**config.mk**
```make
export PLATFORM = sky130hd
export DESIGN_NAME = ram_arbiter
export DESIGN_NICKNAME = d
export VERILOG_FILES = /design/src/rtl/ram_arbiter.sv
export SDC_FILE = /design/constraint.sdc
export NUM_CORES = 1
export LEC_CHECK = 0
export ABC_CLOCK_PERIOD_IN_PS = 1680
export CELL_PAD_IN_SITES_DETAIL_PLACEMENT = 0
export CELL_PAD_IN_SITES_GLOBAL_PLACEMENT = 1
export CORE_ASPECT_RATIO = 1.5
export CORE_MARGIN = 2
export CORE_UTILIZATION = 28
export CTS_CLUSTER_SIZE = 20
export DETAILED_ROUTE_END_ITERATION = 8
export PLACE_DENSITY_LB_ADDON = 0.1
export SYNTH_ARGS = -nofsm -noshare
export SYNTH_HDL_FRONTEND = slang
export SYNTH_SLANG_ARGS = --single-unit
export TNS_END_PERCENT = 10
```
**constraint.sdc**
```tcl
create_clock -name CLK -period 1.68 [get_ports CLK]
set_input_delay 0.504 -clock CLK [delete_from_list [all_inputs] [get_ports CLK]]
set_output_delay 0.504 -clock CLK [all_outputs]
set_load 0.02 [all_outputs]
```
**src/rtl/ram_arbiter.sv**
```systemverilog
// Two-port front end for a single-port synchronous RAM.
// Requesters A and B each hold a request until their one-cycle ACK. Each
// transaction runs IDLE -> ACCESS -> DONE. A tie goes to the requester
// that was not served last.
//
//   state  | meaning
//   -------+----------------------------------------------------------
//   IDLE   | no transaction; arbitrate and latch the winner's command
//   ACCESS | RAM_EN high for one cycle with the latched command
//   DONE   | ACK to the granted requester; read data shown on DOUT
module ram_arbiter #(
    parameter int DW = 10,
    parameter int AW = 8
) (
    input  logic          CLK,
    input  logic          RST,
    input  logic          REQ_A,
    input  logic          WE_A,
    input  logic [AW-1:0] ADDR_A,
    input  logic [DW-1:0] DIN_A,
    input  logic          REQ_B,
    input  logic          WE_B,
    input  logic [AW-1:0] ADDR_B,
    input  logic [DW-1:0] DIN_B,
    output logic          ACK_A,
    output logic          ACK_B,
    output logic [DW-1:0] DOUT,
    output logic          BUSY,
    output logic          RAM_EN,
    output logic          RAM_WE,
    output logic [AW-1:0] RAM_ADDR,
    output logic [DW-1:0] RAM_DIN,
    input  logic [DW-1:0] RAM_DOUT
);

    localparam logic [1:0] IDLE   = 2'd0;
    localparam logic [1:0] ACCESS = 2'd1;
    localparam logic [1:0] DONE   = 2'd2;

    logic [1:0]    state;
    logic          last_b;    // 1: B was granted most recently
    logic          gnt_b;     // owner of the transaction in flight
    logic          rd_q;      // transaction in flight is a read
    logic [DW-1:0] dout_q;    // last read data, held across writes
    logic          pick_b;

    // Pick a winner among the current requests; a tie goes to the requester not served last
    always_comb begin
        pick_b = 1'b0;
        if (REQ_A && REQ_B) begin
            pick_b = ~last_b;
        end else if (REQ_B) begin
            pick_b = 1'b1;
        end
    end

    // Sequencer: grant and latch in IDLE, drive the RAM in ACCESS, acknowledge in DONE
    always_ff @(posedge CLK) begin
        if (RST) begin
            state    <= IDLE;
            last_b   <= 1'b1;
            gnt_b    <= 1'b0;
            rd_q     <= 1'b0;
            dout_q   <= '0;
            ACK_A    <= 1'b0;
            ACK_B    <= 1'b0;
            BUSY     <= 1'b0;
            RAM_EN   <= 1'b0;
            RAM_WE   <= 1'b0;
            RAM_ADDR <= '0;
            RAM_DIN  <= '0;
        end else begin
            case (state)
                IDLE: begin
                    if (REQ_A || REQ_B) begin
                        state    <= ACCESS;
                        BUSY     <= 1'b1;
                        RAM_EN   <= 1'b1;
                        gnt_b    <= pick_b;
                        last_b   <= pick_b;
                        RAM_WE   <= pick_b ? WE_B : WE_A;
                        rd_q     <= pick_b ? ~WE_B : ~WE_A;
                        RAM_ADDR <= pick_b ? ADDR_B : ADDR_A;
                        RAM_DIN  <= pick_b ? DIN_B : DIN_A;
                    end
                end
                ACCESS: begin
                    state  <= DONE;
                    RAM_EN <= 1'b0;
                    RAM_WE <= 1'b0;
                    ACK_A  <= ~gnt_b;
                    ACK_B  <= gnt_b;
                end
                DONE: begin
                    state <= IDLE;
                    BUSY  <= 1'b0;
                    ACK_A <= 1'b0;
                    ACK_B <= 1'b0;
                    if (rd_q) begin
                        dout_q <= RAM_DOUT;
                    end
                end
                default: begin
                    state  <= IDLE;
                    BUSY   <= 1'b0;
                    ACK_A  <= 1'b0;
                    ACK_B  <= 1'b0;
                    RAM_EN <= 1'b0;
                    RAM_WE <= 1'b0;
                end
            endcase
        end
    end

    // The RAM returns read data only in the DONE cycle, so it goes straight to DOUT there; otherwise the held copy is shown
    always_comb begin
        DOUT = dout_q;
        if (state == DONE && rd_q) begin
            DOUT = RAM_DOUT;
        end
    end

endmodule

```
==> After elaboration in Yosys (flattened, before gate mapping) <==
Index checks and enable logic that the tools add are counted.
W data, S select, Z words.
{ "word_totals": {"regBits": 38, "out_inout_bits": 33} }
{ "op_classes": {"n_reduce_logical": 8, "bitwise_logic": 6, "n_eq_ne": 3, "n_mux": 16} }
{ "ops": {"columns": ["operator", "count"], "rows": [
  ["$mux W10", 2],
  ["$pmux W1 S2", 5],
  ["$mux W8", 1],
  ["$reduce_and A2 Y1", 4],
  ["$mux W1", 6],
  ["$not A1 Y1", 6],
  ["$pmux W2 S2", 1],
  ["$eq A2 B1 Y1 const B", 1],
  ["$eq A2 B2 Y1 const B", 1],
  ["$logic_and A1 B1 Y1", 2],
  ["$logic_not A2 Y1", 1],
  ["$mux W2", 1],
  ["$ne A2 B2 Y1 const B", 1],
  ["$logic_or A1 B1 Y1", 1]
]} }

==> Depth between registers and ports, before layout <==
{ "logic_depth": {"depth_word": 5, "ltp_mapped": 6, "ltp_nobuf": 4} }

==> Worst setup path before layout <==
No wires, ideal clock.
{ "synth_path": {"kind": "flip-flop to output port", "startpoint": "register state[0]", "endpoint": "output DOUT[0]", "required_ns": 1.176, "arrival_time_ns": 1.062, "setup_slack_ns": 0.114, "path_stages_with_launch": 5, "path_cell_list": "dfxtp_1 buf_6 nand3b_1 buf_6 mux2_4"} }
{ "synth_via": {"elab_chain_len": 3} }
{ "synth_rtl": {"columns": ["element", "line", "text"], "rows": [
  ["start, declared", "40", "logic [1:0] state;"],
  ["start signal, assigned", "60", "state <= IDLE;"],
  ["start signal, assigned", "76", "state <= ACCESS;"],
  ["start signal, assigned", "88", "state <= DONE;"],
  ["$eq A2 B2 Y1", "118", "if (state == DONE && rd_q) begin"],
  ["$logic_and A1 B1 Y1", "118", null],
  ["$mux W10", "118", null],
  ["end, declared", "27", "output logic [DW-1:0] DOUT,"]
]} }
No other way between the ends.

==> Worst setup path in the final report <==
{ "layout_path": {"startpoint": "register state[0]", "endpoint": "output DOUT[5]"} }
The elaborated chain is that of the path after synthesis.

==> metrics.md <==
| Metric | Value |
|---|---|
| Slowest-stage cell, CP | dfxtp_1 |
| Peak supply drop | 0.418 mV |
| Dominant cell type by area after synthesis | dfxtp_1 |
| Min-delay worst type | reg2reg |
| Mapped Nets | 227 |
| Clk sinks | 38 |
| Max stage delay on crit path | 0.31 ns |
| Wire length on met1 | 1.66 mm |
| Fin crit period | 1.92 ns |
| WL/cell | 12.2 µm |
| Period utilization | 114% |
| Share of the synthesized area in the top cell type | 45.2% |
| Die Width | 67.3 µm |
| Worst-path clk slew | 0.07 ns |
| Congestion Overflow GR | 0 |
| IO Port Bufs | 84 |
| Leak | 0.00123 µW |
| Placed cell areas | 0.00270 mm² |
| Synth Area per Inst | 9.62 µm² |
| Die ar. | 0.00666 mm² |
| DRT Pass-1 Iters | 3 |
| Ranking of synthesized cells by area | dfxtp_1, a311oi_1, mux2_4, nand2_1, nor2b_4 |
| Initial core utilization | 28.9% |
| Max FO, Critical Path | 10 |
| Unrepaired setup endpoints after global routing | yes |
| Synth Cell Area | 0.00168 mm² |
| Clk_lat worst skew | 0.29 ns |
| Failing checks | setup timing |
| Status | complete, but fails checks |
| Setup Skew | 0.00412 ns |
| Syn Inst Count | 175 |
| Placer Congestion | 0.680 |
| # nets final | 320 |
| FFs w/ async S/R, synth | 0% |
| Top layer in use | met4 |
| Num CTS Buffers | 5 |
| Seq/Total Area, Yosys | 45.2% |
| Critical Path AT | 1.42 ns |
| Number of enable flip-flop cells after synthesis | 0 |
| First-pass GRT wire length | 6.80 mm |
| DRC violations left | 0 |
| CP cell instances | nand3b_1 > buf_12 > mux2_4 > buf_4 |
| Final Hold Viols | 0 |
| Max Freq | 521 MHz |
| Vias in the first global route | 1550 |
| Max Cap Viol | 0 |
| CORE AREA | 0.00583 mm² |
| Post-CTS Setup Repair Bufs | 0 |
| Crit path launch type | flop |
| Via density | 4.38 |
| Routed vias | 1494 |
| Die height | 99.0 µm |
| Routed met3 length | 456 µm |
| Most frequent cells in the layout | clkdlybuf4s50_1, nand2_1, dfxtp_1, nor2_1, dlygate4sd2_1 |
| Max_slew headroom | 68.7% |
| Clk root buf | clkbuf_8 |
| H-tree level count | 2 |
| Layout cell share with drive strength beyond 1 | 22.7% |
| Largest net degree at the start of global routing | 38 |
| Post-route cell area | 0.00280 mm² |
| CTS Buffer Depth | 2 |
| Synth unique cells | 26 |
| Power per cell area | 827 mW/mm² |
| Tightest Pin Transition | 0.470 ns |
| # setup viols final | 10 |
| WS Path Type | reg2out |
| Area growth syn-to-layout | 66.2% |
| HPWL after detailed placement | 3.12 mm |
| Total track usage | 13.3% |
| # IOs | 85 |
| Final wirelength | 4.17 mm |
| DRT iter0 DRCs | 19 |
| Commonest register cell after synthesis | dfxtp_1 |
| Synth Warn # | 0 |
| Worst setup EP type | output pin |
| CTS tree | built |
| WP data required | 1.18 ns |
| Hold buffer count at CTS | 0 |
| Max-slew violation count | 0 |
| Detail Route Antenna Nets | 0 |
| Commonest non-fill, non-tap cell in the layout | clkdlybuf4s50_1 |
| Met2 routed WL | 1.98 mm |
| ANT cells | 0 |
| FF+latch count, synth | 38 |
| Initial antenna violation count | 0 |
| Setup TNS | -2.26 ns |
| # rows | 34 |
| Setup WS post-layout | -0.240 ns |
[report_power, final]
part           switching [µW]  leakage (µW)  internal (µW)
clock network             306     0.0000575            414
registers                34.0      0.000313            975
logic                     284      0.000857            301
[sequential cells by signal, summed over array words and instances, names as in the netlist]
signal    cells
last_b        1
ACK_B         1
RAM_ADDR      8
gnt_b         1
ACK_A         1
RAM_EN        1
RAM_DIN      10
dout_q       10
RAM_WE        1
BUSY          1
state         2
rd_q          1
[synthesized netlist by cell type, types with 2 or more instances]
cell type and number:
a21oi_1 3, a311oi_1 18, buf_2 5, buf_4 4
buf_6 2, clkbuf_1 3, dfxtp_1 38, mux2_4 10
mux2i_1 3, nand2_1 39, nor2_1 24, nor2b_4 10
nor3_1 3
[repair_timing]
item | in CTS | in global routing
pin swaps | 0 | 2
gates resized for setup | 75 | 10
endpoints found under the setup margin | 33 | 21
[routing by layer]
layer,global-route usage (%),up-vias
li1,-,787
met1,14.0,639
met4,5.65,0
met2,22.9,62
met5,0,-
met3,5.25,6
[layout make-up]
class | instances | area [µm²]
well taps | 72 | 90.1
repair buffers | 100 | 987
fillers | 590 | 3030
inverters | 1 | 3.75
flip-flops and latches | 38 | 761
clock buffers | 8 | 110
multi-input cells | 122 | 847
[kinds of logic (layout without fill, tap and decap cells)]
kind of cell / count (synthesis) / in the layout / share of synthesized area, %
compound gates: 27 / 27 / 12.9
simple gates: 82 / 82 / 25.7
flops: 38 / 38 / 45.2
buf+inv: 15 / 109 / 5.50
mux: 13 / 13 / 10.7
[through the flow]
step / worst slack [ns] / hold slack (ns) / power (µW) / util, % / instances
after floorplan: 0.114 / 0.437 / 1330 / - / 175
after global placement: -0.548 / 0.448 / 1660 / 46.3 / 333
after detailed placement: -0.553 / 0.458 / 1660 / 46.3 / 333
after CTS: -0.269 / 0.469 / 2360 / 47.5 / 341
after global routing: -0.295 / 0.502 / 2450 / 48.0 / 341
final: -0.240 / 0.463 / 2310 / 48.0 / 341
[path summary, 6_finish.rpt]
kind                            startpoint       to  slack, ns  cells after the start
worst max-delay path              state[0]  DOUT[5]      -0.24                      4
worst min-delay path                  rd_q     rd_q       0.46                      2
worst max register to register    state[0]    gnt_b       0.38                      6
worst min register to register        rd_q     rd_q       0.46                      2
[worst max-delay path: cells and delay by family (launching register included)]
kind	cells	cell delay (ns)
multiplexers	1	0.30
flip-flops	1	0.31
AND/OR/NAND/NOR	1	0.19
buffers and inverters	2	0.33
Power figures use the tool's default switching activity.
